File: src/rtl/pc_unit_pkg.sv
// Shared definitions for the fetch-side PC stage: PCSrc encodings and PC FSM states.
package pc_unit_pkg;

  localparam logic [1:0] PCSRC_SEQ  = 2'b00;
  localparam logic [1:0] PCSRC_BR   = 2'b01;
  localparam logic [1:0] PCSRC_ALU  = 2'b10;
  localparam logic [1:0] PCSRC_HOLD = 2'b11;

  typedef enum logic [1:0] {
    PC_ST_BOOT = 2'b00,
    PC_ST_RUN  = 2'b01,
    PC_ST_HALT = 2'b10
  } pc_state_e;

endpackage

File: src/rtl/pc_next_sel.sv
// Next-PC mux and next-state logic for pc_unit.
// Optional build macro: PC_MISALIGN_TRAP_EN (misaligned redirect halts instead of truncating).
//
// state      | meaning
// -----------+------------------------------------------------------------
// PC_ST_BOOT | first cycle after reset, no fetch request
// PC_ST_RUN  | fetching; PC advances, holds or redirects
// PC_ST_HALT | sticky stop, no fetch; only reset leaves it
module pc_next_sel
  import pc_unit_pkg::*;
#(
  parameter int ADDR_W     = 64,
  parameter int INST_BYTES = 4
) (
  input  pc_state_e         state,
  input  logic [1:0]        PCSrc,
  input  logic              ExValid,
  input  logic              Stall,
  input  logic              FetchReady,
  input  logic [ADDR_W-1:0] BrTarget,
  input  logic [ADDR_W-1:0] AluTarget,
  input  logic [ADDR_W-1:0] pc,
  output pc_state_e         state_next,
  output logic [ADDR_W-1:0] pc_next,
  output logic [ADDR_W-1:0] pc_plus,
`ifdef PC_MISALIGN_TRAP_EN
  output logic              misalign_set,
`endif
  output logic              flush
);

  logic              redirect;
  logic              halt_req;
  logic [ADDR_W-1:0] target;

  assign pc_plus = pc + ADDR_W'(INST_BYTES);

  // Decode the EX-stage request; PCSrc means nothing while ExValid is low.
  always_comb begin
    redirect = 1'b0;
    halt_req = 1'b0;
    target   = AluTarget;
    case (PCSrc)
      PCSRC_SEQ:  ;
      PCSRC_BR: begin
        redirect = ExValid;
        target   = BrTarget;
      end
      PCSRC_ALU:  redirect = ExValid;
      PCSRC_HOLD: halt_req = ExValid;
      default:    ;
    endcase
  end

  // Priority: halt request, redirect, stall, memory back-pressure, sequential.
  always_comb begin
    state_next = state;
    pc_next    = pc;
    flush      = 1'b0;
`ifdef PC_MISALIGN_TRAP_EN
    misalign_set = 1'b0;
`endif
    case (state)
      PC_ST_BOOT: state_next = PC_ST_RUN;
      PC_ST_RUN: begin
        flush = redirect | halt_req;
        if (halt_req) begin
          state_next = PC_ST_HALT;
        end else if (redirect) begin
`ifdef PC_MISALIGN_TRAP_EN
          if (target[1:0] != 2'b00) begin
            state_next   = PC_ST_HALT;
            misalign_set = 1'b1;
          end else begin
            pc_next = target;
          end
`else
          pc_next = target & ~ADDR_W'(3);
`endif
        end else if (!Stall && FetchReady) begin
          pc_next = pc_plus;
        end
      end
      PC_ST_HALT: ;
      default:    state_next = PC_ST_BOOT;
    endcase
  end

endmodule

File: src/rtl/pc_unit.sv
// Fetch-side program-counter stage: holds fetch PC and FSM state, drives the
// fetch request and the wrong-path flush of IF/ID and ID/EX.
// Optional build macro: PC_MISALIGN_TRAP_EN (adds sticky Misalign output).
module pc_unit
  import pc_unit_pkg::*;
#(
  parameter int               ADDR_W     = 64,
  parameter logic [ADDR_W-1:0] RESET_PC  = '0,
  parameter int               INST_BYTES = 4
) (
  input  logic              clk,
  input  logic              rst,
  input  logic [1:0]        PCSrc,
  input  logic              ExValid,
  input  logic [ADDR_W-1:0] BrTarget,
  input  logic [ADDR_W-1:0] AluTarget,
  input  logic              Stall,
  input  logic              FetchReady,
  output logic              FetchValid,
  output logic [ADDR_W-1:0] PC,
  output logic [ADDR_W-1:0] PCPlus4,
  output logic              FlushIF,
  output logic              FlushID,
`ifdef PC_MISALIGN_TRAP_EN
  output logic              Misalign,
`endif
  output logic              Halted
);

  pc_state_e         state;
  pc_state_e         state_next;
  logic [ADDR_W-1:0] pc_next;
  logic              flush;
`ifdef PC_MISALIGN_TRAP_EN
  logic              misalign_set;
`endif

  pc_next_sel #(
    .ADDR_W     (ADDR_W),
    .INST_BYTES (INST_BYTES)
  ) u_next_sel (
    .state      (state),
    .PCSrc      (PCSrc),
    .ExValid    (ExValid),
    .Stall      (Stall),
    .FetchReady (FetchReady),
    .BrTarget   (BrTarget),
    .AluTarget  (AluTarget),
    .pc         (PC),
    .state_next (state_next),
    .pc_next    (pc_next),
    .pc_plus    (PCPlus4),
`ifdef PC_MISALIGN_TRAP_EN
    .misalign_set (misalign_set),
`endif
    .flush      (flush)
  );

  // State and PC registers; reset drops any pending redirect.
  always_ff @(posedge clk) begin
    if (rst) begin
      state <= PC_ST_BOOT;
      PC    <= RESET_PC;
    end else begin
      state <= state_next;
      PC    <= pc_next;
    end
  end

`ifdef PC_MISALIGN_TRAP_EN
  // Sticky misaligned-redirect flag, cleared only by reset.
  always_ff @(posedge clk) begin
    if (rst)               Misalign <= 1'b0;
    else if (misalign_set) Misalign <= 1'b1;
  end
`endif

  assign FetchValid = (state == PC_ST_RUN);
  assign Halted     = (state == PC_ST_HALT);
  // Flush must not fire while reset is held, even if EX shows a redirect.
  assign FlushIF    = flush & ~rst;
  assign FlushID    = flush & ~rst;

endmodule
File: config.mk
export PLATFORM = sky130hd
export DESIGN_NAME = pc_unit
export DESIGN_NICKNAME = d
export VERILOG_FILES = /design/src/rtl/pc_unit_pkg.sv /design/src/rtl/pc_next_sel.sv /design/src/rtl/pc_unit.sv
export SDC_FILE = /design/constraint.sdc
export NUM_CORES = 1
export LEC_CHECK = 0
export CAP_MARGIN = 20
export CORE_ASPECT_RATIO = 0.8
export CORE_MARGIN = 2
export CORE_UTILIZATION = 31
export DETAILED_ROUTE_END_ITERATION = 8
export GPL_TIMING_DRIVEN = 0
export SYNTH_ARGS = -nofsm -noshare
export SYNTH_HDL_FRONTEND = slang
export SYNTH_SLANG_ARGS = --single-unit
File: constraint.sdc
create_clock -name clk -period 5.7 [get_ports clk]
set_input_delay 1.14 -clock clk [delete_from_list [all_inputs] [get_ports clk]]
set_output_delay 1.14 -clock clk [all_outputs]
set_load 0.03 [all_outputs]
======== Yosys cells after proc, flatten, opt, wreduce, memory -nomap -nowiden ========
Cells that the tools add are included.
storage, ports and cells
  word-level logic and storage cells ...... 29
  output and inout port bits .............. 132
  flip-flop bits (word level) ............. 66
cells by class
  reductions and logical operators ........ 7
  mux-type cells .......................... 8
  bitwise logic cells ..................... 5
  add/subtract/negate cells ............... 1
  eq/ne operators ......................... 6
operators by type and width
  cell                     count
  $mux W64                 3
  $add A64 B3 Y64 const B  1
  $eq A2 B2 Y1 const B     3
  $pmux W2 S3              1
  $eq A2 B1 Y1 const B     2
  $mux W1                  3
  $not A1 Y1               3
  $reduce_and A3 Y1        1
  $logic_not A2 Y1         1
  $mux W2                  1
  $ne A2 B1 Y1 const B     1
  $reduce_and A2 Y1        1
  $reduce_bool A2 Y1       1
  $reduce_or A2 Y1         1
  $and A1 B1 Y1            1
  $logic_and A1 B1 Y1      1
  $logic_not A1 Y1         1
  $or A1 B1 Y1             1

======== Logic depth before layout (Yosys ltp) ========
  word-level depth ........................ 6
  depth in mapped cells ................... 10
  mapped depth without buffers ............ 7

======== Modules after synthesis ========
A second synthesis with hierarchy kept.
unflattened totals
  cell total of the unflattened synthesis .. 795
  area, all modules ....................... 6025.8 um^2
by module, submodules not included
  module       area an instance (um^2)  times used  cells each
  pc_next_sel  4209.0                   1           652
  pc_unit      1816.7                   1           143

======== Worst setup path before layout ========
OpenSTA, ideal clock, no wires.
  path type ............................... input-to-output
  start point ............................. input rst
  end point ............................... output FlushIF
  stages .................................. 4
  required time ........................... 4560 ps
  setup slack ............................. 1959 ps
  buffers on the path ..................... 3
  arrival ................................. 2601 ps
  path through ............................ clkbuf_1 > clkbuf_1 > nor3_1 > buf_4
between the ends
  word-level cells in the longest chain between the ends .. 2
RTL lines
  what             RTL line       RTL
  start, declared  pc_unit.sv:12  input logic rst,
  $not A1 Y1       -
  $and A1 B1 Y1    -
  end, declared    pc_unit.sv:22  output logic FlushIF,
Every way passes these cells.

======== Worst setup path in the final report ========
  start point ............................. register PC[9]
  end point ............................... output PCPlus4[52]
between the ends
  word-level cells in the longest chain between the ends .. 1
RTL lines
  what                    RTL line           RTL
  start, declared         pc_unit.sv:20      output logic [ADDR_W-1:0] PC,
  start signal, assigned  pc_unit.sv:66      PC <= pc_next;
  $add A64 B3 Y64         pc_next_sel.sv:36  assign pc_plus = pc + ADDR_W'(INST_BYTES);
  end, declared           pc_unit.sv:21      output logic [ADDR_W-1:0] PCPlus4,
Every way passes these cells.

==> out/qor.txt <==
status = complete, no violations
Worst Hold Depth = 1
row count = 45
crit path time final = 5.28 ns
Max Clk Rate = 0.190 GHz
fin util = 48.5%
Synth area leaders = dfxtp_1, mux2i_1, xnor2_1
CTS H-tree lvls = 3
Worst Path Arrival = 4.14 ns
share of layout cells above drive strength 1 = 7.19%
Crit Path Max Fanout = 9
FF-to-FF Start = PC[9]
Ys Warns = 0
post-synth top area share = 21.4%
Setup Fix Bufs, Post-CTS = 0
Slew @ Worst Pin = 1.13 ns
HPWL Detailed = 23.0 mm
die area = 20500 um2
Psw = 0.640 mW
clk_lat worst skew = 0.36 ns
Post-synth ARST share = 0%
Hold Crit Class = reg -> reg
pwr dens = 184 nW/um2
unrepaired setup endpoints after global routing = false
CTS tree = done
Reg clk slew, reported paths = 0.06 ns
flop2flop setup slack = 2.61 ns
worst flop-to-flop path endpoint = PC[52]
vias in the first global route = 7211
# setup viols final = 0
internal power = 1.05 mW
GPL Wtd Cong = 0.957
syn_area_per_cell = 7.42 um2
Post-synth top cells = dfxtp_1, nand2_1, nor2_1, mux2i_1, a21oi_1
Clock Power Share = 32.3%
Final Hold Vio Count = 0
global-route usage over all layers = 28.5%
maxcap violations = 0
Layout Nets = 1218
first-pass GRT wire length = 44.4 mm
top-count cell post-synth = dfxtp_1
Data required, critical path = 4.56 ns
Final Cycle Share = 92.5%
clk_skew = 0.00700 ns
Initial Util = 31.6%
CP Capture Type = primary output
EDFF count, synth = 0
vias per cell = 5.76
sequential power share = 30.7%
setup_tns = 0 ns
CTS max path bufs = 2
I/O Pins = 267
startpoint types = flip-flop
Starting DRT DRC Count = 852
Vias = 7738
core area = 19000 um2
switching share of power = 37.9%
sequential area share after synthesis = 21.4%
Synth Flop Type = dfxtp_1
total wire length after detailed routing = 29.9 mm
Max rail drop VDD = 0.000121 V
Mapped Area = 5990 um2
WS Path Type = reg -> out
post-CTS sizing = 0
largest net degree at the start of global routing = 12
Hold Buf Count CTS = 0
Static Leak = 3.10 nW
hold path startpoint = state[1]
Post-DRT Antenna Nets = 0
Synth Register Bits = 64
number of port buffers = 258
initial antenna violation count = 1
Power Total = 1.69 mW
Root Buffer = clkbuf_16
cts bufs inserted = 9
worst reg2reg path depth = 5
Slew Viols, Final = 0
Synth-to-Final Area Change = 53.6%
Netlist cell types = 63
clk sink count = 64
router iterations before antenna repair = 5
DRC errors left = 0
Slew HR = 24.5%
GR Overflow Total = 0
dominant cell type by area after synthesis = dfxtp_1
Hold EP = state[0]
Die Y = 128 um
wire length per cell after detailed routing = 22.2 um
Comb power frac = 37.0%
synthesized netlist cell count = 807
overall die width = 159 um
registers in the layout, summed over array words and instances, names as in the netlist:
signal,count
state,2
PC,62
stage by stage:
step | std cells | area [um2] | setup WS [ns] | hold WS (ns)
after floorplan | 810 | 6000 | 1.96 | 0.398
after global placement | 1326 | 8910 | 0.935 | 0.414
after detailed placement | 1327 | 8920 | 0.943 | 0.425
after CTS | 1343 | 9200 | 0.601 | 0.432
after global routing | 1343 | 9200 | 0.370 | 0.443
final | 1344 | 9200 | 0.425 | 0.429
worst max-delay path by stage:
stage	startpoint	slack (ns)	cells past startpoint	endpoint
floorplan	rst	1.96	4	FlushIF
global placement	PC[9]	0.94	6	PCPlus4[52]
detailed placement	PC[2]	0.94	7	PCPlus4[52]
CTS	PC[2]	0.60	7	PCPlus4[52]
global route	PC[2]	0.37	7	PCPlus4[52]
finish	PC[9]	0.42	6	PCPlus4[52]
power by group through the flow:
stage	clock network (mW)	registers, mW	logic, mW
2_1_floorplan	0	0.569	0.271
3_3_place_gp	0	0.526	0.615
3_5_place_dp	0	0.527	0.618
4_1_cts	0.542	0.518	0.621
5_1_grt	0.563	0.523	0.657
6_report	0.545	0.519	0.626
cell type report:
| class | count | area [um2] |
|---|---|---|
| multi-input cells | 647 | 4260 |
| plain buffers | 79 | 389 |
| flip-flops and latches | 64 | 1280 |
| clock inverters | 5 | 32.5 |
| repair buffers | 259 | 2600 |
| diodes | 1 | 2.50 |
| fillers | 1956 | 9780 |
| clock buffers | 11 | 243 |
| well taps | 258 | 323 |
| inverters | 20 | 75.1 |
logic make-up after synthesis:
| kind of cell | Yosys count | share of synthesized area [%] |
|---|---|---|
| mux | 63 | 10.7 |
| buf+inv | 99 | 7.75 |
| other cells | 1 | 0.0626 |
| flops | 64 | 21.4 |
| compound gates | 178 | 19.2 |
| xor+xnor | 60 | 8.77 |
| simple gates | 339 | 31.5 |
| fa+ha+maj | 3 | 0.627 |
cell usage in the layout (no fill, tap or decap), drive strengths merged, types with 6 or more instances in the layout:
cell type,n
clkdlybuf4s50,258
dfxtp,64
nand2,63
nor2,63
clkbuf,57
mux2i,54
a21oi,48
nand3,42
nor3,40
nand4,40
xnor2,33
buf,33
o21ai,31
a31oi,28
xor2,27
nor4,25
o211ai,24
inv,20
or4,20
and3,11
mux2,9
o32ai,8
and4,6
nor2b,6
o22a,6
layer usage:
layer	global-route usage (%)	share of wire, %	vias to the layer above
li1	-	-	3555
met1	39.8	44	3640
met2	44.1	43	506
met3	7.44	12	37
met4	6.15	1.4	0
met5	0	0	-
worst max-delay path, stage by stage (launching register included):
cell and delay, ns:
dfxtp_1 0.55, nand4_1 0.42, nor2_1 0.73, nand4_1 0.60, or2_2 0.52, xnor2_1 0.23, clkdlybuf4s50_1 0.72
No activity file was read; power rests on OpenSTA's default activity.
